<file path="config.mk">
export PLATFORM = sky130hd
export DESIGN_NAME = uart_frame_tx
export DESIGN_NICKNAME = d
export VERILOG_FILES = /design/src/rtl/uart_frame_tx.sv
export SDC_FILE = /design/constraint.sdc
export NUM_CORES = 1
export LEC_CHECK = 0
export ABC_AREA = 1
export BUFFER_PORTS_ARGS = -buffer_cell sky130_fd_sc_hd__buf_2
export CAP_MARGIN = 20
export CORE_UTILIZATION = 53
export DETAILED_ROUTE_END_ITERATION = 7
export PLACE_DENSITY = 0.85
export REMOVE_ABC_BUFFERS = 1
export SETUP_SLACK_MARGIN = 0.3
export SYNTH_ARGS = -nofsm -noshare
export SYNTH_HDL_FRONTEND = slang
export SYNTH_SLANG_ARGS = --single-unit
</file>
<file path="constraint.sdc">
create_clock -name clk -period 1.75 [get_ports clk]
set_input_delay 0.175 -clock clk [delete_from_list [all_inputs] [get_ports clk]]
set_output_delay 0.175 -clock clk [all_outputs]
set_load 0.02 [all_outputs]
</file>
<file path="src/rtl/uart_frame_tx.sv">
// UART response framer: sends "55d5" followed by four lowercase hex characters of din as 8N1.
// Define UART_FRAME_TX_PEND_EN to add a one-entry pending request register.
module uart_frame_tx #(
  parameter int         BPS  = 5208,
  parameter logic [7:0] HDR0 = 8'h35,
  parameter logic [7:0] HDR1 = 8'h35,
  parameter logic [7:0] HDR2 = 8'h64,
  parameter logic [7:0] HDR3 = 8'h35
) (
  input  logic        clk,
  input  logic        rst,
  input  logic [15:0] din,
  input  logic        din_vld,
  output logic        rdy,
  output logic        busy,
  output logic        frame_done,
  output logic        tx_uart
);

  localparam int CW = (BPS > 2) ? $clog2(BPS) : 1;
  localparam logic [CW-1:0] BPS_LAST = CW'(BPS - 1);

  typedef enum logic {IDLE, SEND} state_e;

  state_e        state_q;
  logic [CW-1:0] bps_cnt_q;
  logic [3:0]    bit_cnt_q;
  logic [2:0]    byte_cnt_q;
  logic [15:0]   data_q;
  logic          tx_q, busy_q, done_q, rdy_q;
`ifdef UART_FRAME_TX_PEND_EN
  logic [15:0]   pend_q;
  logic          pend_full_q;
`endif

  logic [7:0] cur_byte_d;
  logic       tx_bit_d;

  function automatic logic [7:0] hex_char(input logic [3:0] n);
    if (n < 4'd10) return 8'h30 + {4'd0, n};
    else           return 8'h57 + {4'd0, n};
  endfunction

  function automatic logic [7:0] frame_byte(input logic [2:0] idx, input logic [15:0] v);
    case (idx)
      3'd0:    return HDR0;
      3'd1:    return HDR1;
      3'd2:    return HDR2;
      3'd3:    return HDR3;
      3'd4:    return hex_char(v[15:12]);
      3'd5:    return hex_char(v[11:8]);
      3'd6:    return hex_char(v[7:4]);
      default: return hex_char(v[3:0]);
    endcase
  endfunction

  // Level of the bit that starts when bit_cnt_q advances: data bit bit_cnt_q, or stop after bit 7.
  always_comb begin
    cur_byte_d = frame_byte(byte_cnt_q, data_q);
    tx_bit_d   = 1'b1;
    if (bit_cnt_q < 4'd8) tx_bit_d = cur_byte_d[bit_cnt_q[2:0]];
  end

  always_ff @(posedge clk) begin
    if (rst) begin
      state_q     <= IDLE;
      bps_cnt_q   <= '0;
      bit_cnt_q   <= '0;
      byte_cnt_q  <= '0;
      tx_q        <= 1'b1;
      busy_q      <= 1'b0;
      done_q      <= 1'b0;
      rdy_q       <= 1'b1;
`ifdef UART_FRAME_TX_PEND_EN
      pend_full_q <= 1'b0;
`endif
    end else begin
      done_q <= 1'b0;
      case (state_q)
        IDLE: begin
          if (din_vld) begin
            data_q     <= din;
            state_q    <= SEND;
            tx_q       <= 1'b0;
            busy_q     <= 1'b1;
            bps_cnt_q  <= '0;
            bit_cnt_q  <= '0;
            byte_cnt_q <= '0;
`ifndef UART_FRAME_TX_PEND_EN
            rdy_q      <= 1'b0;
`endif
          end
        end
        SEND: begin
`ifdef UART_FRAME_TX_PEND_EN
          if (din_vld && !pend_full_q) begin
            pend_q      <= din;
            pend_full_q <= 1'b1;
            rdy_q       <= 1'b0;
          end
`endif
          if (bps_cnt_q == BPS_LAST) begin
            bps_cnt_q <= '0;
            if (bit_cnt_q == 4'd9) begin
              bit_cnt_q <= '0;
              if (byte_cnt_q == 3'd7) begin
                byte_cnt_q <= '0;
                done_q     <= 1'b1;
`ifdef UART_FRAME_TX_PEND_EN
                // Chain straight into the next frame; a request arriving right now skips the pending slot.
                if (pend_full_q || din_vld) begin
                  data_q      <= pend_full_q ? pend_q : din;
                  pend_full_q <= 1'b0;
                  rdy_q       <= 1'b1;
                  tx_q        <= 1'b0;
                end else begin
                  state_q <= IDLE;
                  busy_q  <= 1'b0;
                  tx_q    <= 1'b1;
                end
`else
                state_q <= IDLE;
                busy_q  <= 1'b0;
                rdy_q   <= 1'b1;
                tx_q    <= 1'b1;
`endif
              end else begin
                byte_cnt_q <= byte_cnt_q + 3'd1;
                tx_q       <= 1'b0;
              end
            end else begin
              bit_cnt_q <= bit_cnt_q + 4'd1;
              tx_q      <= tx_bit_d;
            end
          end else begin
            bps_cnt_q <= bps_cnt_q + CW'(1);
          end
        end
        default: state_q <= IDLE;
      endcase
    end
  end

  assign rdy        = rdy_q;
  assign busy       = busy_q;
  assign frame_done = done_q;
  assign tx_uart    = tx_q;

endmodule

</file>
==> results.md <==
Layout:
- Counting the fill cells in the layout gives 241.
- The final core utilization is 0.778.
- The most common library cell in the layout ignoring fill and taps is sky130_fd_sc_hd__nand2_1.
- The multi-input logic area is 0.00164 sq mm.
- In the layout the commonest cells are sky130_fd_sc_hd__nand2_1, sky130_fd_sc_hd__inv_1, sky130_fd_sc_hd__nand3_1.
- The sequential cells in the finished layout cover a total of 0.00100 sq mm.
- The post-layout instance count excluding filler cells is 451.
- The post-synthesis to final-layout area growth is 39.9%.
- For this run, the post-layout net count is 431.
- The share of final-layout standard cells stronger than drive strength 1 is 0.414.
- Summing all non-filler instances in the final layout gives an area of 0.00344 sq mm.
- The number of antenna diodes in the final layout is 0.

Clock tree:
- Clock latency on the worst-skew pair, taken at its later pin, is 0.30 ns.
- TritonCTS built the clock tree.
- The clock net sink count is 41.
- The total CTS buffers is 5.
- Clock-pin slew was measured on the worst setup and hold paths at 0.09 ns.
- The number of hold-repair buffers added at the cts stage is 0.
- The maximum count of clock buffers along a single path is 2.
- The buffer cell driving the clock tree root is sky130_fd_sc_hd__clkbuf_8.
- The depth of the CTS H-tree is 2.

STA:
- The final worst slack is -0.187 ns.
- Measured against its own limit, the worst slew margin works out to 0.655.
- Dividing the final minimum period by the clock period gives 1.11.
- Subtracting the final worst setup slack from the clock period gives 1.94 ns.
- The number of endpoints with negative hold slack in the final report came to 0.
- Derived from the worst setup path, the maximum achievable clock frequency is 0.516 GHz.
- The max-slew violation count is 0.
- Setup violations remaining at the end of the flow were counted as 23.
- The clock skew is 0.0141 ns.
- Setup repair after global routing could not meet its margin everywhere.
- At the pin with the least slew margin, the transition time is 0.515 ns.

Route:
- Summed over all nets, wire length on met2 after detailed routing comes to 3860 um.
- The detailed router placed 2609 vias in this run.
- The detailed router finished its first iteration with 359 violations.
- Wire segments on met3 add up to 603 um in the final route.
- The detailed-route vias per instance is 5.78.
- For this run, design rule violations remaining after detail routing come to 0.
- The per-cell routed wire length is 17.2 um.
- After detailed routing, no signal wire sits above met4.
- The final routed wirelength across all metal layers is 7760 um.
- The total iterations of the first detailed-routing run is 5.
- The routed metal-1 wirelength is 2920 um.
- The detail route stage leaves a number of antenna-violating nets equal to 0.

Worst setup path:
- Traced cell by cell, the critical path runs through nor2_2 -> nand4_1 -> nor3_4 -> inv_2 -> nand2_4 -> nand2_4 -> inv_8 -> nand2_8 -> o21ai_2 -> nand3_1.
- The kind of capture point of the worst setup path is a flop.
- Counting stages on the worst path, the most repeated cell is sky130_fd_sc_hd__nand2_4.
- The slowest stage cell on the critical path is sky130_fd_sc_hd__dfxtp_2.
- STA classifies the critical path startpoint as a flop.
- Along the worst path, the maximum fanout reaches 8.
- At the worst endpoint, the required time is 1.93 ns.
- The worst setup path is of the reg -> reg kind.
- The arrival time at the worst endpoint is 2.11 ns.
- The largest single stage delay on the critical path is 0.35 ns.

Yosys:
- The cell count after synthesis came out at 337.
- Yosys attributes the largest share of cell area to sky130_fd_sc_hd__dfxtp_1, sky130_fd_sc_hd__edfxtp_1, sky130_fd_sc_hd__nand2_1.
- The synthesized area per cell is 7.29 sq um.
- The number of synthesized register bits is 41.
- The synthesized design spends more area on one cell type than any other, namely sky130_fd_sc_hd__dfxtp_1.
- The number of enable-type register cells in the synthesized netlist is 16.
- Counting distinct cell types in the post-synthesis netlist gives 32.
- The fraction of post-synthesis cell area in the top cell type by area is 0.204.
- The Yosys step of the flow raised 0 warnings.
- The post-synthesis instance area is 0.00246 sq mm.
- Of the synthesized area, sequential elements account for 0.399.
- In the synthesized netlist the async set-or-reset flop fraction comes to 0.
- The primary flip-flop cell chosen by synthesis mapping is sky130_fd_sc_hd__dfxtp_1.

Global routing:
- The first global-routing pass estimated 9360 um of wire.
- Entering global routing, the biggest net connects 17 pins.
- The number of antenna violations at the first check in global routing is 0.
- The via count of the first global-routing pass was 2112.
- The overall overflow remaining after global route is 0.
- Across every metal layer, demand over resource in global routing totals 0.237.

Place:
- The half-perimeter wire length after detailed placement is 3750 um.
- The final weighted congestion of routability-driven global placement is 0.946.
- Once placement finished, the instance area stood at 0.00268 sq mm.
- Including well taps, the total number of placed cells is 417.
- The count of buffers added on input and output ports is 22.

Status:
- The final reports fail on negative setup slack.
- The run finished, with violations left.

Pwr:
- IR analysis of the VDD net gives a maximum drop of 0.000483 V.
- The power density over the cells is 620 mW/mm^2.
- Summed over all cells, the static leakage comes to 0.00145 uW.
- The power after layout is 2130 uW.

Floorplan:
- 23 I/O pins were placed.
- The overall die area is 0.00491 sq mm.
- The die height is 70.1 um.
- The initial cell density of the core is 0.556.
- The count of standard-cell rows is 24.
- The floorplan step set the die width to 70.1 um.
- The region available for standard cell placement spans 0.00441 sq mm.

Run:
- Max-cap violations in this run came to 0.

Worst hold path:
- In this run the worst hold path is classified as in -> reg.
area by class of cell:
class | count | area share
Tap cell | 52 | 0.0189
Clock buffer | 6 | 0.0240
Multi-Input combinational cell | 239 | 0.476
Sequential cell | 41 | 0.291
Inverter | 55 | 0.0670
Timing Repair Buffer | 57 | 0.121
Clock inverter | 1 | 0.00182
Yosys cell counts (3+ instances only):
| library cell | count |
|---|---|
| sky130_fd_sc_hd__nand2_1 | 86 |
| sky130_fd_sc_hd__nor2_1 | 31 |
| sky130_fd_sc_hd__nand2_4 | 3 |
| sky130_fd_sc_hd__inv_1 | 48 |
| sky130_fd_sc_hd__a21oi_1 | 21 |
| sky130_fd_sc_hd__o21ai_0 | 10 |
| sky130_fd_sc_hd__inv_2 | 5 |
| sky130_fd_sc_hd__nand2_2 | 5 |
| sky130_fd_sc_hd__o21ai_1 | 5 |
| sky130_fd_sc_hd__nand3_1 | 34 |
| sky130_fd_sc_hd__xor2_1 | 3 |
| sky130_fd_sc_hd__dfxtp_1 | 25 |
| sky130_fd_sc_hd__nand4_1 | 4 |
| sky130_fd_sc_hd__ha_1 | 13 |
| sky130_fd_sc_hd__o22ai_1 | 3 |
| sky130_fd_sc_hd__edfxtp_1 | 16 |
| sky130_fd_sc_hd__nor2_2 | 4 |
registers in the layout (all words and copies together), names as in the netlist:
register and count:
tx_uart 1, state_q 1, rdy 1, busy 1, frame_done 1, bit_cnt_q 4
data_q 16, byte_cnt_q 3, bps_cnt_q 13
cells by family (layout without fill, tap and decap cells):
family	after synthesis	after routing	synth area share
and+or+nand+nor	172	172	0.312
xor gates and xnor gates	4	4	0.0143
adders and majority gates	13	13	0.0662
AOI/OAI and AO/OA	50	50	0.119
buffers and inverters	57	119	0.0891
DFF	41	41	0.399
routing by layer:
layer	vias to the layer above	track usage
met5	-	0
met4	0	0.0978
met3	41	0.0404
met2	155	0.386
met1	1185	0.312
li1	1228	-
where the power goes:
part	switching, uW	leakage, uW	internal [uW]
clock network	331	0.0000476	313
logic	250	0.00104	171
registers	40.8	0.000357	1030
total	622	0.00145	1510
final timing paths:
path | depth (start not counted) | slack [ns] | start | endpoint
max | 10 | -0.19 | bps_cnt_q[9] | rdy
max reg2reg | 10 | -0.19 | bps_cnt_q[9] | rdy
min | 1 | 0.05 | din[8] | data_q[8]
min reg2reg | 2 | 0.48 | rdy | rdy
metrics by stage:
step	hold slack, ns	TNS [ns]	setup WS (ns)
4_1_cts	0.0488	0	0.0924
2_1_floorplan	0.244	0	0.121
6_report	0.0536	-2.22	-0.187
3_3_place_gp	0.352	0	0.0414
3_5_place_dp	0.353	0	0.0127
5_1_grt	0.0454	-3.60	-0.255
repair_timing:
action                     CTS  global route
resized for setup           50            80
pin swaps                   15            29
setup endpoints to repair   22            25
setup buffers               12            15
critical path: cells and delay by family (launching register included):
kind | cells | cell delay (ns)
simple gates | 7 | 1.13
flops | 1 | 0.35
buf+inv | 2 | 0.21
compound gates | 1 | 0.12
No activity file was read; power rests on OpenSTA's default activity.
